--- src/rtl/reload_timer_pkg.sv ---
// Shared definitions for the reload down-timer: FSM state encoding and default width.
package reload_timer_pkg;

    typedef enum logic {
        IDLE = 1'b0,
        RUN  = 1'b1
    } timer_state_t;

    localparam int unsigned DEFAULT_WIDTH = 4;

    // Zero detect kept as a helper so every consumer agrees on what "expired" means.
    function automatic logic is_zero(input logic [DEFAULT_WIDTH-1:0] value);
        return (value == {DEFAULT_WIDTH{1'b0}});
    endfunction

endpackage

--- src/rtl/reload_down_timer.sv ---
// Programmable down-counting timer with reload register, one-shot/periodic expiry and
// a registered one-cycle expiry pulse. All outputs come straight from flops.
module reload_down_timer
    import reload_timer_pkg::*;
#(
    parameter int unsigned WIDTH = DEFAULT_WIDTH
) (
    input  logic             clk,
    input  logic             reset,
    input  logic             load_i,
    input  logic [WIDTH-1:0] load_val_i,
    input  logic             start_i,
    input  logic             stop_i,
    input  logic             periodic_i,
    output logic [WIDTH-1:0] count_o,
    output logic [WIDTH-1:0] reload_o,
    output logic             busy_o,
    output logic             expire_o
);

    timer_state_t     state_r;
    timer_state_t     state_next_s;
    logic [WIDTH-1:0] count_r;
    logic [WIDTH-1:0] count_next_s;
    logic [WIDTH-1:0] reload_r;
    logic [WIDTH-1:0] reload_next_s;
    logic             expire_r;
    logic             expire_next_s;
    logic             busy_r;
    logic             count_zero_s;

    assign count_zero_s = (count_r == {WIDTH{1'b0}});

    // State register.
    always_ff @(posedge clk or posedge reset) begin
        if (reset) begin
            state_r <= IDLE;
        end else begin
            state_r <= state_next_s;
        end
    end

    // Next-state logic: stop beats load, load keeps RUN alive, zero in one-shot returns to IDLE.
    always_comb begin
        state_next_s = state_r;
        case (state_r)
            IDLE: begin
                if (start_i && !stop_i) begin
                    state_next_s = RUN;
                end else begin
                    state_next_s = IDLE;
                end
            end
            RUN: begin
                if (stop_i) begin
                    state_next_s = IDLE;
                end else if (load_i) begin
                    state_next_s = RUN;
                end else if (count_zero_s && !periodic_i) begin
                    state_next_s = IDLE;
                end else begin
                    state_next_s = RUN;
                end
            end
            default: begin
                state_next_s = IDLE;
            end
        endcase
    end

    // Datapath next values: counter, reload register and expiry pulse.
    always_comb begin
        count_next_s  = count_r;
        reload_next_s = reload_r;
        expire_next_s = 1'b0;
        if (stop_i) begin
            count_next_s  = count_r;
            reload_next_s = reload_r;
        end else if (load_i) begin
            count_next_s  = load_val_i;
            reload_next_s = load_val_i;
        end else if (state_r != RUN) begin
            if (start_i) begin
                count_next_s = reload_r;
            end else begin
                count_next_s = count_r;
            end
        end else if (!count_zero_s) begin
            count_next_s = count_r - {{(WIDTH-1){1'b0}}, 1'b1};
        end else begin
            expire_next_s = 1'b1;
            if (periodic_i) begin
                count_next_s = reload_r;
            end else begin
                count_next_s = count_r;
            end
        end
    end

    // Output and datapath registers; busy is registered from the next state so it tracks state_r.
    always_ff @(posedge clk or posedge reset) begin
        if (reset) begin
            count_r  <= {WIDTH{1'b0}};
            reload_r <= {WIDTH{1'b0}};
            expire_r <= 1'b0;
            busy_r   <= 1'b0;
        end else begin
            count_r  <= count_next_s;
            reload_r <= reload_next_s;
            expire_r <= expire_next_s;
            busy_r   <= (state_next_s == RUN);
        end
    end

    assign count_o  = count_r;
    assign reload_o = reload_r;
    assign busy_o   = busy_r;
    assign expire_o = expire_r;

endmodule

--- config.mk ---
export PLATFORM = sky130hd
export DESIGN_NAME = reload_down_timer
export DESIGN_NICKNAME = d
export VERILOG_FILES = /design/src/rtl/reload_timer_pkg.sv /design/src/rtl/reload_down_timer.sv
export SDC_FILE = /design/constraint.sdc
export NUM_CORES = 1
export LEC_CHECK = 0
export ABC_AREA = 1
export CELL_PAD_IN_SITES_DETAIL_PLACEMENT = 0
export CELL_PAD_IN_SITES_GLOBAL_PLACEMENT = 1
export CORE_MARGIN = 2
export CORE_UTILIZATION = 27
export DETAILED_ROUTE_END_ITERATION = 8
export PLACE_DENSITY_LB_ADDON = 0.25
export RECOVER_POWER = 25
export SETUP_SLACK_MARGIN = 0.05
export SYNTH_ARGS = -nofsm -noshare
export SYNTH_HDL_FRONTEND = slang
export SYNTH_SLANG_ARGS = --single-unit
--- constraint.sdc ---
create_clock -name clk -period 1.2 [get_ports clk]
set_input_delay 0.12 -clock clk [delete_from_list [all_inputs] [get_ports clk]]
set_output_delay 0.12 -clock clk [all_outputs]
set_load 0.02 [all_outputs]
After elaboration in Yosys (flattened, before gate mapping)
Index checks and enable logic that the tools add are counted.

cells by class
  eq/ne operators = 1
  reductions and logical operators = 8
  add/subtract/negate cells = 1
  mux-type cells = 14
  bitwise operators = 2

operators by type and width
  cell                   count
  $mux W4                5
  $mux W1                8
  $logic_not A4 Y1       1
  $ne A4 B4 Y1 const B   1
  $sub A4 B1 Y4 const B  1
  $reduce_and A3 Y1      1
  $reduce_bool A3 Y1     1
  $logic_and A1 B1 Y1    2
  $logic_not A1 Y1       2
  $not A1 Y1             2
  $pmux W1 S2            1
  $reduce_and A2 Y1      1

word-level totals
  input bits = 10
  bits in registers = 10
  word-level logic and storage cells = 30
  output and inout bits = 10

Longest topological paths before layout
  word-level depth = 6
  depth in mapped cells = 9
  depth with buffers taken out = 9

Worst setup path before layout
OpenSTA, ideal clock, no wires.

  path type = register -> register
  start = reg count_r[0] (netlist: count_o[0])
  end = reg count_r[3] (netlist: count_o[3])
  arrival = 1.293 ns
  stages on the path, launching flop included = 9
  setup time = 0.117 ns
  clock period less this slack = 1.410 ns
  data required time = 1.083 ns
  path buffers = 0
  path slack = -0.210 ns
  cell sequence = dfrtp_1 > inv_1 > ha_1 > nand2_1 > nand2_1 > a21oi_1 > nand2_1 > nand2_1 > nand2_1

on the way
  longest elaborated chain between the ends = 4
  elaborated cells between the ends (all ways) = 7
  classes of those cells = add/sub: 1; eq/ne: 1; mux: 3; reduce/logical: 2

RTL lines
  item                                               RTL line                                          source
  start: declaration                                 reload_down_timer.sv:23                           logic [WIDTH-1:0] count_r;
  start signal: assignment                           reload_down_timer.sv:103                          count_r <= {WIDTH{1'b0}};
  start signal: assignment                           reload_down_timer.sv:108                          count_r <= count_next_s;
  $sub A4 B1 Y4 or $logic_not A4 Y1 (tied branches)  reload_down_timer.sv:89, reload_down_timer.sv:32
  $mux W4                                            reload_down_timer.sv:88                           end else if (!count_zero_s) begin
  $mux W4                                            reload_down_timer.sv:82                           end else if (state_r != RUN) begin
  $mux W4                                            reload_down_timer.sv:79                           end else if (load_i) begin

Parallel ways exist; a longest one is shown, timed or not.
A chain may end at the register's enable or synchronous reset.

Worst setup path after layout
  start = reg count_r[1] (netlist: count_o[1])
  end = reg count_r[1] (netlist: count_o[1])

The elaborated chain is that of the path after synthesis.

==> impl_metrics.env <==
export IMPL_outcome="finished with violations"
export IMPL_violations="negative setup slack"
export IMPL_clk_latency_ns=0.28
export IMPL_nets=122
export IMPL_vias=617
export IMPL_n_antenna_cell=0
export IMPL_grt_pass1_wl_mm=2.711
export IMPL_multi_input_area_sq_um=350.3
export IMPL_slew_violations=0
export IMPL_p_int_uw=807.8
export IMPL_ir_drop_mv=0.6000
export IMPL_yosysTopAreaCellShare_pct=42.64
export IMPL_final_common_cell="nand2_1"
export IMPL_viasPerCell=4.504
export IMPL_post_place_ws_ns=-0.1761
export IMPL_start_util_pct=29.31
export IMPL_route_top_layer_used="met4"
export IMPL_p_clk_share_pct=25.1
export IMPL_layout_common_cells="nand2_1, nor2_1, buf_4"
export IMPL_cts_tree="yes"
export IMPL_setup_ws_ns=-0.006811
export IMPL_max_freq_mhz=828.6
export IMPL_seqPwrFrac_pct=34.9
export IMPL_track_usage_pct=14.04
export IMPL_drc=0
export IMPL_cts_buffers=3
export IMPL_path_class="flip-flop to flip-flop"
export IMPL_maxCapViolations=0
export IMPL_die_w_um=50.62
export IMPL_routed_wl_met3_um=57
export IMPL_p_switching_uw=465.2
export IMPL_rsz0062_at_grt="yes"
export IMPL_netlist_cell_type_count=17
export IMPL_power_density_nw_per_um2=1299
export IMPL_yosys_warnings=0
export IMPL_die_area_sq_um=2562
export IMPL_post_route_period_util_pct=100.6
export IMPL_p_total_mw=1.273
export IMPL_synth_area_leaders="dfrtp_1, nand2_1, nor2_1"
export IMPL_row_count=16
export IMPL_drtPass1Iterations=4
export IMPL_cts_buffer_depth=2
export IMPL_hpwl_mm=1.202
export IMPL_synth_seq_area_share_pct=42.64
export IMPL_p_leak_nw=0.4873
export IMPL_io_buffer_count=19
export IMPL_cts_htree_levels=1
export IMPL_wire_per_inst_um=11.75
export IMPL_wl_met1_um=765
export IMPL_clock_sinks=10
export IMPL_end_kind="flip-flop"
export IMPL_hold_class="input pin to asynchronous set/reset pin"
export IMPL_path_common_cell="nor2_1"
export IMPL_whs_ns=0.2597
export IMPL_grt_max_degree=11
export IMPL_core_sq_um=2002
export IMPL_layout_area_seq_sq_um=255.2
export IMPL_crit_required_ns=1.37
export IMPL_cts_hold_buf=0
export IMPL_finalWirelength_mm=1.610
export IMPL_critPathMaxFanout=5
export IMPL_syn_area_sq_um=586.8
export IMPL_first_iter_violations=12
export IMPL_slew_headroom_pct=72.43
export IMPL_syn_num_nets=88
export IMPL_synth_area_per_cell_sq_um=7.621
export IMPL_syn_to_final_growth_pct=66.95
export IMPL_cp_slowest_cell="dfrtp_2"
export IMPL_drive_gt1_share_pct=37.27
export IMPL_finalClockSkew_ns=0.004367
export IMPL_io_pins=20
export IMPL_synth_area_leader_cell="dfrtp_1"
export IMPL_fillers=201
export IMPL_worst_pin_slew_ns=0.4132
export IMPL_path_clk_slew_ns=0.07
export IMPL_cp_cell_sequence="inv_2, ha_4, nand2_4, a21oi_2, nor2_1, nor2_1, nor2_1"
export IMPL_cts_root_buf="clkbuf_4"
export IMPL_synthesis_instances=77
export IMPL_setup_violations_final=2
export IMPL_start_kind="flip-flop"
export IMPL_ys_ff_latch=10
export IMPL_dieHeight_um=50.62
export IMPL_worstPathArrival_ns=1.38
export IMPL_drtAntennaViolNets=0
export IMPL_min_period_ns=1.207
export IMPL_fin_util_pct=48.94
export IMPL_p_sw_share_pct=36.55
export IMPL_grt_antenna_before_repair=0
export IMPL_max_stage_delay_ns=0.41
export IMPL_grt_pass1_vias=609
export IMPL_combPwrFrac_pct=39.9
export IMPL_gp_routability_congestion=0.8434
export IMPL_met2_length_um=759
export IMPL_hold_viol=0
export IMPL_grt_overflow=0
## through the flow
step,std cells,cell area (sq um),TNS [ns]
global route,137,979.7,-0.3353
detailed placement,130,905.9,-1.046
global placement,130,905.9,-0.9196
floorplan,77,629.4,0
finish,137,979.7,-0.01016
CTS,136,962.2,-0.03232
## timing repair
item	in CTS	in global routing
gates resized for setup	17	8
buffers inserted	2	1
pin swaps	1	3
endpoints found under the setup margin	15	12
## flip-flops by register name (all words and copies together) (netlist names)
register and flops:
expire_o 1, reload_o 4, count_o 4, busy_o 1
## final timing paths
check	from	end	slack, ns	depth (start not counted)
max	count_o[1]	count_o[1]	-0.007	7
min	reset	reload_o[1]	0.26	2
max reg2reg	count_o[1]	count_o[1]	-0.007	7
min reg2reg	count_o[0]	count_o[0]	0.53	2
max in group asynchronous	reset	count_o[2]	0.62	2
min in group clk	stop_i	expire_o	0.42	2
## cell families (layout without fill, tap and decap cells)
kind of cell | after synthesis | after routing | synth area share [%]
mux | 4 | 4 | 7.675
fa+ha+maj | 1 | 1 | 2.132
simple gates | 46 | 46 | 36.46
buf+inv | 12 | 45 | 7.677
flops | 10 | 10 | 42.64
compound gates | 4 | 4 | 3.412
## area by class of cell
class | instances | area share (%)
repair buffers | 29 | 26.44
inverters | 12 | 4.598
flip-flops and latches | 10 | 26.05
multi-input cells | 55 | 35.76
clock buffers | 4 | 3.704
well taps | 27 | 3.448
## worst max-delay path: cells and delay by family, from the launching register on
family / cells / cell delay [ns]
AOI/OAI and AO/OA: 1 / 0.12
adders and majority gates: 1 / 0.17
buffers and inverters: 1 / 0.08
DFF: 1 / 0.41
and+or+nand+nor: 4 / 0.31
## per-layer routing
metal,vias to the layer above,track usage [%]
met5,-,0
met1,289,18.68
met3,5,3.571
met4,0,5.405
li1,312,-
met2,11,21.71
## power groups by stage
stage               Clock (mW)  Combinational (mW)  Sequential, mW
finish                   0.320               0.509           0.444
global route             0.345               0.552           0.453
detailed placement           0               0.504           0.453
CTS                      0.324               0.491           0.446
global placement             0               0.509           0.454
floorplan                    0               0.217           0.507
## cells in the mapped netlist (all sizes together)
library cell and count:
a21oi 2, dfrtp 10, ha 1, inv 12, mux2 4, nand2 22
nand3 8, nand4 2, nor2 13, nor4 1, o21ai 2
No activity file was read; power rests on OpenSTA's default activity.
